==> config.mk <==
export PLATFORM = sky130hd
export DESIGN_NAME = diag_recip_div
export DESIGN_NICKNAME = d
export VERILOG_FILES = /design/src/rtl/cvsd_fixed_pkg.sv /design/src/rtl/recip_div_step.sv /design/src/rtl/diag_recip_div.sv
export SDC_FILE = /design/constraint.sdc
export NUM_CORES = 1
export LEC_CHECK = 0
export ABC_AREA = 1
export BUFFER_PORTS_ARGS = -buffer_cell sky130_fd_sc_hd__buf_2
export CAP_MARGIN = 20
export CORE_ASPECT_RATIO = 0.6
export CORE_MARGIN = 1
export CORE_UTILIZATION = 27
export DETAILED_ROUTE_END_ITERATION = 6
export PLACE_DENSITY_LB_ADDON = 0.25
export SYNTH_ARGS = -nofsm -noshare
export SYNTH_HDL_FRONTEND = slang
export SYNTH_SLANG_ARGS = --single-unit
==> constraint.sdc <==
create_clock -name clk -period 3.8 [get_ports clk]
set_clock_uncertainty 0.05 [all_clocks]
set_input_delay 0.38 -clock clk [delete_from_list [all_inputs] [get_ports clk]]
set_output_delay 0.38 -clock clk [all_outputs]
set_load 0.02 [all_outputs]
==> src/rtl/cvsd_fixed_pkg.sv <==
// Shared fixed-point constants, FSM state type and saturation helper
// for the reciprocal datapath.
package cvsd_fixed_pkg;

  localparam int Q4_12_W   = 16;
  localparam int Q2_14_W   = 16;
  localparam int DIV_STEPS = 27;

  localparam logic [15:0] POS_MAX16 = 16'h7FFF;
  localparam logic [15:0] NEG_MAX16 = 16'h8000;

  typedef enum logic [1:0] {
    IDLE = 2'd0,
    CALC = 2'd1,
    DONE = 2'd2
  } state_t;

  typedef struct packed {
    logic [15:0] recip;
    logic        sat;
    logic        div_zero;
  } recip_res_t;

  // Maps the unsigned quotient magnitude onto signed Q2.14 with clipping.
  function automatic recip_res_t recip_saturate(input logic neg, input logic zero,
                                                input logic [26:0] q);
    recip_res_t res;
    res.recip    = 16'h0000;
    res.sat      = 1'b0;
    res.div_zero = 1'b0;
    if (zero) begin
      res.recip    = POS_MAX16;
      res.div_zero = 1'b1;
    end else if (!neg) begin
      if (q > 27'd32767) begin
        res.recip = POS_MAX16;
        res.sat   = 1'b1;
      end else begin
        res.recip = q[15:0];
      end
    end else begin
      if (q > 27'd32768) begin
        res.recip = NEG_MAX16;
        res.sat   = 1'b1;
      end else begin
        res.recip = 16'h0000 - q[15:0];
      end
    end
    return res;
  endfunction

endpackage

==> src/rtl/recip_div_step.sv <==
// One restoring-division step: shift the next dividend bit into the
// partial remainder and subtract the divisor when it fits.
module recip_div_step (
  input  logic [16:0] i_rem,
  input  logic        i_bit,
  input  logic [16:0] i_divisor,
  output logic [16:0] o_rem,
  output logic        o_qbit
);

  logic [17:0] w_trial;
  logic [16:0] w_diff;

  always_comb begin
    w_trial = {i_rem, i_bit};
    // Difference is only used when trial >= divisor, so it fits in 17 bits.
    w_diff  = w_trial[16:0] - i_divisor;
    if (w_trial >= {1'b0, i_divisor}) begin
      o_rem  = w_diff;
      o_qbit = 1'b1;
    end else begin
      o_rem  = w_trial[16:0];
      o_qbit = 1'b0;
    end
  end

endmodule

==> src/rtl/diag_recip_div.sv <==
// Sequential reciprocal of a signed Q4.12 diagonal element, producing a
// saturated Q2.14 result via bit-serial restoring division of 2^26 by |a|.
module diag_recip_div
  import cvsd_fixed_pkg::*;
#(
  parameter int IDX_W  = 4,
  parameter int DATA_W = Q4_12_W
) (
  input  logic              clk,
  input  logic              rst,
  input  logic              in_valid,
  output logic              in_ready,
  input  logic [DATA_W-1:0] diag,
  input  logic [IDX_W-1:0]  in_idx,
  output logic              out_valid,
  input  logic              out_ready,
  output logic [DATA_W-1:0] recip,
  output logic [IDX_W-1:0]  out_idx,
  output logic              sat,
  output logic              div_zero
);

  localparam logic [4:0] CNT_START = 5'(DIV_STEPS - 1);

  state_t             r_state;
  state_t             w_state_nxt;
  logic               r_sign;
  logic               r_zero;
  logic [16:0]        r_divisor;
  logic [IDX_W-1:0]   r_idx;
  logic [4:0]         r_cnt;
  logic [16:0]        r_rem;
  logic [25:0]        r_quot;
  logic               r_out_valid;
  logic [DATA_W-1:0]  r_recip;
  logic [IDX_W-1:0]   r_out_idx;
  logic               r_sat;
  logic               r_div_zero;

  logic [16:0]        w_abs;
  logic [16:0]        w_rem_nxt;
  logic               w_qbit;
  recip_res_t         w_res;

  // Magnitude as 17 bits so that -8.0 (0x8000) becomes 32768 without overflow.
  assign w_abs = diag[DATA_W-1] ? ({1'b0, ~diag} + 17'd1) : {1'b0, diag};

  recip_div_step u_step (
    .i_rem     (r_rem),
    .i_bit     (r_cnt == CNT_START),
    .i_divisor (r_divisor),
    .o_rem     (w_rem_nxt),
    .o_qbit    (w_qbit)
  );

  assign w_res = recip_saturate(r_sign, r_zero, {r_quot, w_qbit});

  always_ff @(posedge clk or posedge rst) begin
    if (rst) begin
      r_state <= IDLE;
    end else begin
      r_state <= w_state_nxt;
    end
  end

  always_comb begin
    w_state_nxt = r_state;
    case (r_state)
      IDLE: begin
        if (in_valid) w_state_nxt = CALC;
        else          w_state_nxt = IDLE;
      end
      CALC: begin
        if (r_cnt == 5'd0) w_state_nxt = DONE;
        else               w_state_nxt = CALC;
      end
      DONE: begin
        if (r_out_valid && out_ready) w_state_nxt = IDLE;
        else                          w_state_nxt = DONE;
      end
      default: w_state_nxt = IDLE;
    endcase
  end

  always_ff @(posedge clk or posedge rst) begin
    if (rst) begin
      r_sign      <= 1'b0;
      r_zero      <= 1'b0;
      r_divisor   <= 17'd0;
      r_idx       <= '0;
      r_cnt       <= 5'd0;
      r_rem       <= 17'd0;
      r_quot      <= 26'd0;
      r_out_valid <= 1'b0;
      r_recip     <= '0;
      r_out_idx   <= '0;
      r_sat       <= 1'b0;
      r_div_zero  <= 1'b0;
    end else begin
      case (r_state)
        IDLE: begin
          if (in_valid) begin
            r_sign    <= diag[DATA_W-1];
            r_zero    <= (diag == 16'h0000);
            r_divisor <= w_abs;
            r_idx     <= in_idx;
            r_cnt     <= CNT_START;
            r_rem     <= 17'd0;
            r_quot    <= 26'd0;
          end
        end
        CALC: begin
          r_rem  <= w_rem_nxt;
          r_quot <= {r_quot[24:0], w_qbit};
          r_cnt  <= r_cnt - 5'd1;
          // Last step: the final quotient bit comes straight from the step logic.
          if (r_cnt == 5'd0) begin
            r_recip    <= w_res.recip;
            r_sat      <= w_res.sat;
            r_div_zero <= w_res.div_zero;
            r_out_idx  <= r_idx;
          end
        end
        DONE: begin
          if (!r_out_valid) begin
            r_out_valid <= 1'b1;
          end else if (out_ready) begin
            r_out_valid <= 1'b0;
          end
        end
        default: r_out_valid <= 1'b0;
      endcase
    end
  end

  assign in_ready  = (r_state == IDLE);
  assign out_valid = r_out_valid;
  assign recip     = r_recip;
  assign out_idx   = r_out_idx;
  assign sat       = r_sat;
  assign div_zero  = r_div_zero;

endmodule
==> flow_metrics.tcl <==
set metrics [dict create \
    synth.top_cell.area_share 0.422 \
    die_w_um 189 \
    postSynthAreaPerCell_um2 7.72 \
    setup_viol 0 \
    post_cts_buffers 0 \
    final_cell_area_um2 6580 \
    firstDrtPassIters 5 \
    row_count 40 \
    hold_slack_ns 0.170 \
    wl_mm 15.8 \
    design.portCount 48 \
    fin_crit_ns 3.49 \
    cap_violations 0 \
    synth-edff-count 0 \
    post_drt_wl_per_cell_um 14.9 \
    synth-seq-cells 96 \
    vias 4978 \
    slew_headroom 0.383 \
    yosysMostFrequentCell "nand2_1" \
    clk_pin_slew_ns 0.08 \
    synth_flop_cell "dfrtp_1" \
    place_ws_ns 0.340 \
    rsz0062_at_grt "false" \
    fmax_ghz 0.286 \
    ys_seq_area_frac 0.422 \
    leakagePower_nw 3.19 \
    clock_latency_ns 0.35 \
    ys_top_cells_by_area "dfrtp_1 (42%), nand2_1 (10%), inv_1 (5.8%)" \
    antenna_found_initial 0 \
    syn_area_um2 5690 \
    grt_usage 0.155 \
    clk_root_buffer_cell "clkbuf_16" \
    final_util 0.324 \
    viasPerCell 4.68 \
    worstPathArrival_ns 3.71 \
    vdd_drop_max_v 0.000297 \
    place_congestion 0.906 \
    setup_ws_ns 0.309 \
    synth_cell_types 47 \
    cts_htree_levels 3 \
    grt_pass1_wl_mm 26.3 \
    finalSetupTns_ns 0 \
    outcome "complete, no violations" \
    syn_nets 784 \
    layout.nets 832 \
    power.total_mw 6.34 \
    dp.final_hpwl_mm 11.8 \
    post-route-period-util 0.919 \
    yosys.area.top_type "dfrtp_1" \
    synth.cells.most_frequent "nand2_1 (157), dfrtp_1 (96), inv_1 (88), nor2_1 (70), o21ai_0 (50)" \
    cts_sinks 96 \
    grt_pass1_vias 4740 \
    finalMaxSlewViolations 0 \
    finalHoldViolCount 0 \
    hold_class "input port to register" \
    drive_gt1_frac 0.139 \
    core_um2 20300 \
    worstSetupPathType "register to register" \
    crit_fanout 35 \
    drtAntennaViolNets 0 \
    final_cell_count_no_fill 1063 \
    ys_warn_count 0 \
    initial_core_util 0.280 \
    crit_path_end_kind "register" \
    worst_slew_pin_slew_ns 0.924 \
    powerDensity_nw_per_um2 965 \
    synth-async-reset-ratio 1.00 \
    die_area_um2 21700 \
    n_antenna_cell 0 \
    cts_tree "built" \
    dp.cells 1044 \
    grt_start_max_net_pins 80 \
    drtIter0Drc 310 \
    cts_buffers 9 \
    grt-ovfl-total 0 \
    areaGrowthSynthToFinish_pct 15.5 \
    placed_cell_area_um2 6230 \
    crit_required_ns 4.01 \
    synth_cells 737 \
    die_y_um 114 \
    clockBufferDepth 2 \
    io_buffers 47 \
    drc 0 \
    worst_setup_path_start_kind "register" \
]
[worst paths after layout]
kind                            startpoint          to  slack, ns  cells after the start
worst min register to register    r_idx[0]  out_idx[0]       0.43                      2
worst max register to register    r_cnt[0]    recip[4]       0.31                     17
max in group asynchronous              rst    r_rem[7]       2.61                      4
min in group asynchronous              rst  r_quot[18]       0.48                      3
worst max-delay path              r_cnt[0]    recip[4]       0.31                     17
worst min-delay path             in_idx[1]    r_idx[1]       0.17                      3
[power by group]
group	internal, mW	total (mW)	switching (mW)
logic	1.29	3.61	2.33
clock network	0.453	0.882	0.429
registers	1.48	1.85	0.367
[area by class of cell]
cell class                 instances  area (um2)
fill                            2229       13700
inverter                          96         368
multi-input combinational        524        2820
clock inverter                     6        51.3
sequential                        96        2400
tap                              273         342
clock buffer                      10         229
timing repair buffer              58         360
[critical path, stage by stage, from the launching register on]
cell and delay [ns]:
dfrtp_1 0.37, inv_1 0.08, ha_1 0.20, nand4_1 0.12
ha_1 0.22, fa_1 0.27, nand3b_1 0.15, nand3_2 0.12
nand2_2 0.15, nand2_8 0.06, buf_4 0.26, ha_1 0.22
nand3b_1 0.14, nor4_1 0.46, nand2_4 0.12, nand2_4 0.15
o21ai_1 0.08, a21oi_1 0.17
[metal layers]
layer / global-route usage / share of wire / routed length [um]
met2: 0.188 / 0.35 / 5470
met4: 0.0258 / 0.0061 / 97
met5: 0 / 0 / 0
met3: 0.0368 / 0.060 / 946
met1: 0.261 / 0.59 / 9300
[cell families (layout without fill, tap and decap cells)]
| kind of cell | Yosys count | count (layout) | share of synthesized area |
|---|---|---|---|
| simple gates | 319 | 319 | 0.253 |
| compound gates | 157 | 157 | 0.152 |
| buf+inv | 117 | 170 | 0.0822 |
| flops | 96 | 96 | 0.422 |
| xor+xnor | 25 | 25 | 0.0385 |
| fa+ha+maj | 23 | 23 | 0.0519 |
[placed cells by master, fill, tap and decap left out, drive strengths merged]
master / count
inv: 98
nand3b: 3
xor2: 17
or2: 5
nor3: 13
a21o: 1
fa: 1
ha: 22
a21boi: 1
nor4: 4
o211ai: 2
clkinvlp: 3
dlygate4sd3: 1
clkbuf: 10
nand3: 36
o21ai: 74
nor2: 76
o21bai: 2
a31oi: 2
xnor2: 8
a21oi: 43
buf: 57
nand4: 14
and2: 1
dfrtp: 96
o22ai: 27
nand2: 166
o31ai: 3
o32ai: 1
a22oi: 1
clkinv: 1
nor3b: 1
[what timing repair did]
| item | in CTS | in global routing |
|---|---|---|
| endpoints found under the hold margin | 0 | 19 |
| gates resized for setup | 0 | 1 |
| endpoints found under the setup margin | 0 | 2 |
| hold buffers | 0 | 1 |
[state kept, by name, indices dropped and copies added (netlist names)]
register	cells
out_idx	4
r_cnt	5
r_quot	26
sat	1
div_zero	1
r_sign	1
recip	16
r_zero	1
r_divisor	17
out_valid	1
r_state	2
r_rem	17
r_idx	4
Power figures use the tool's default switching activity.
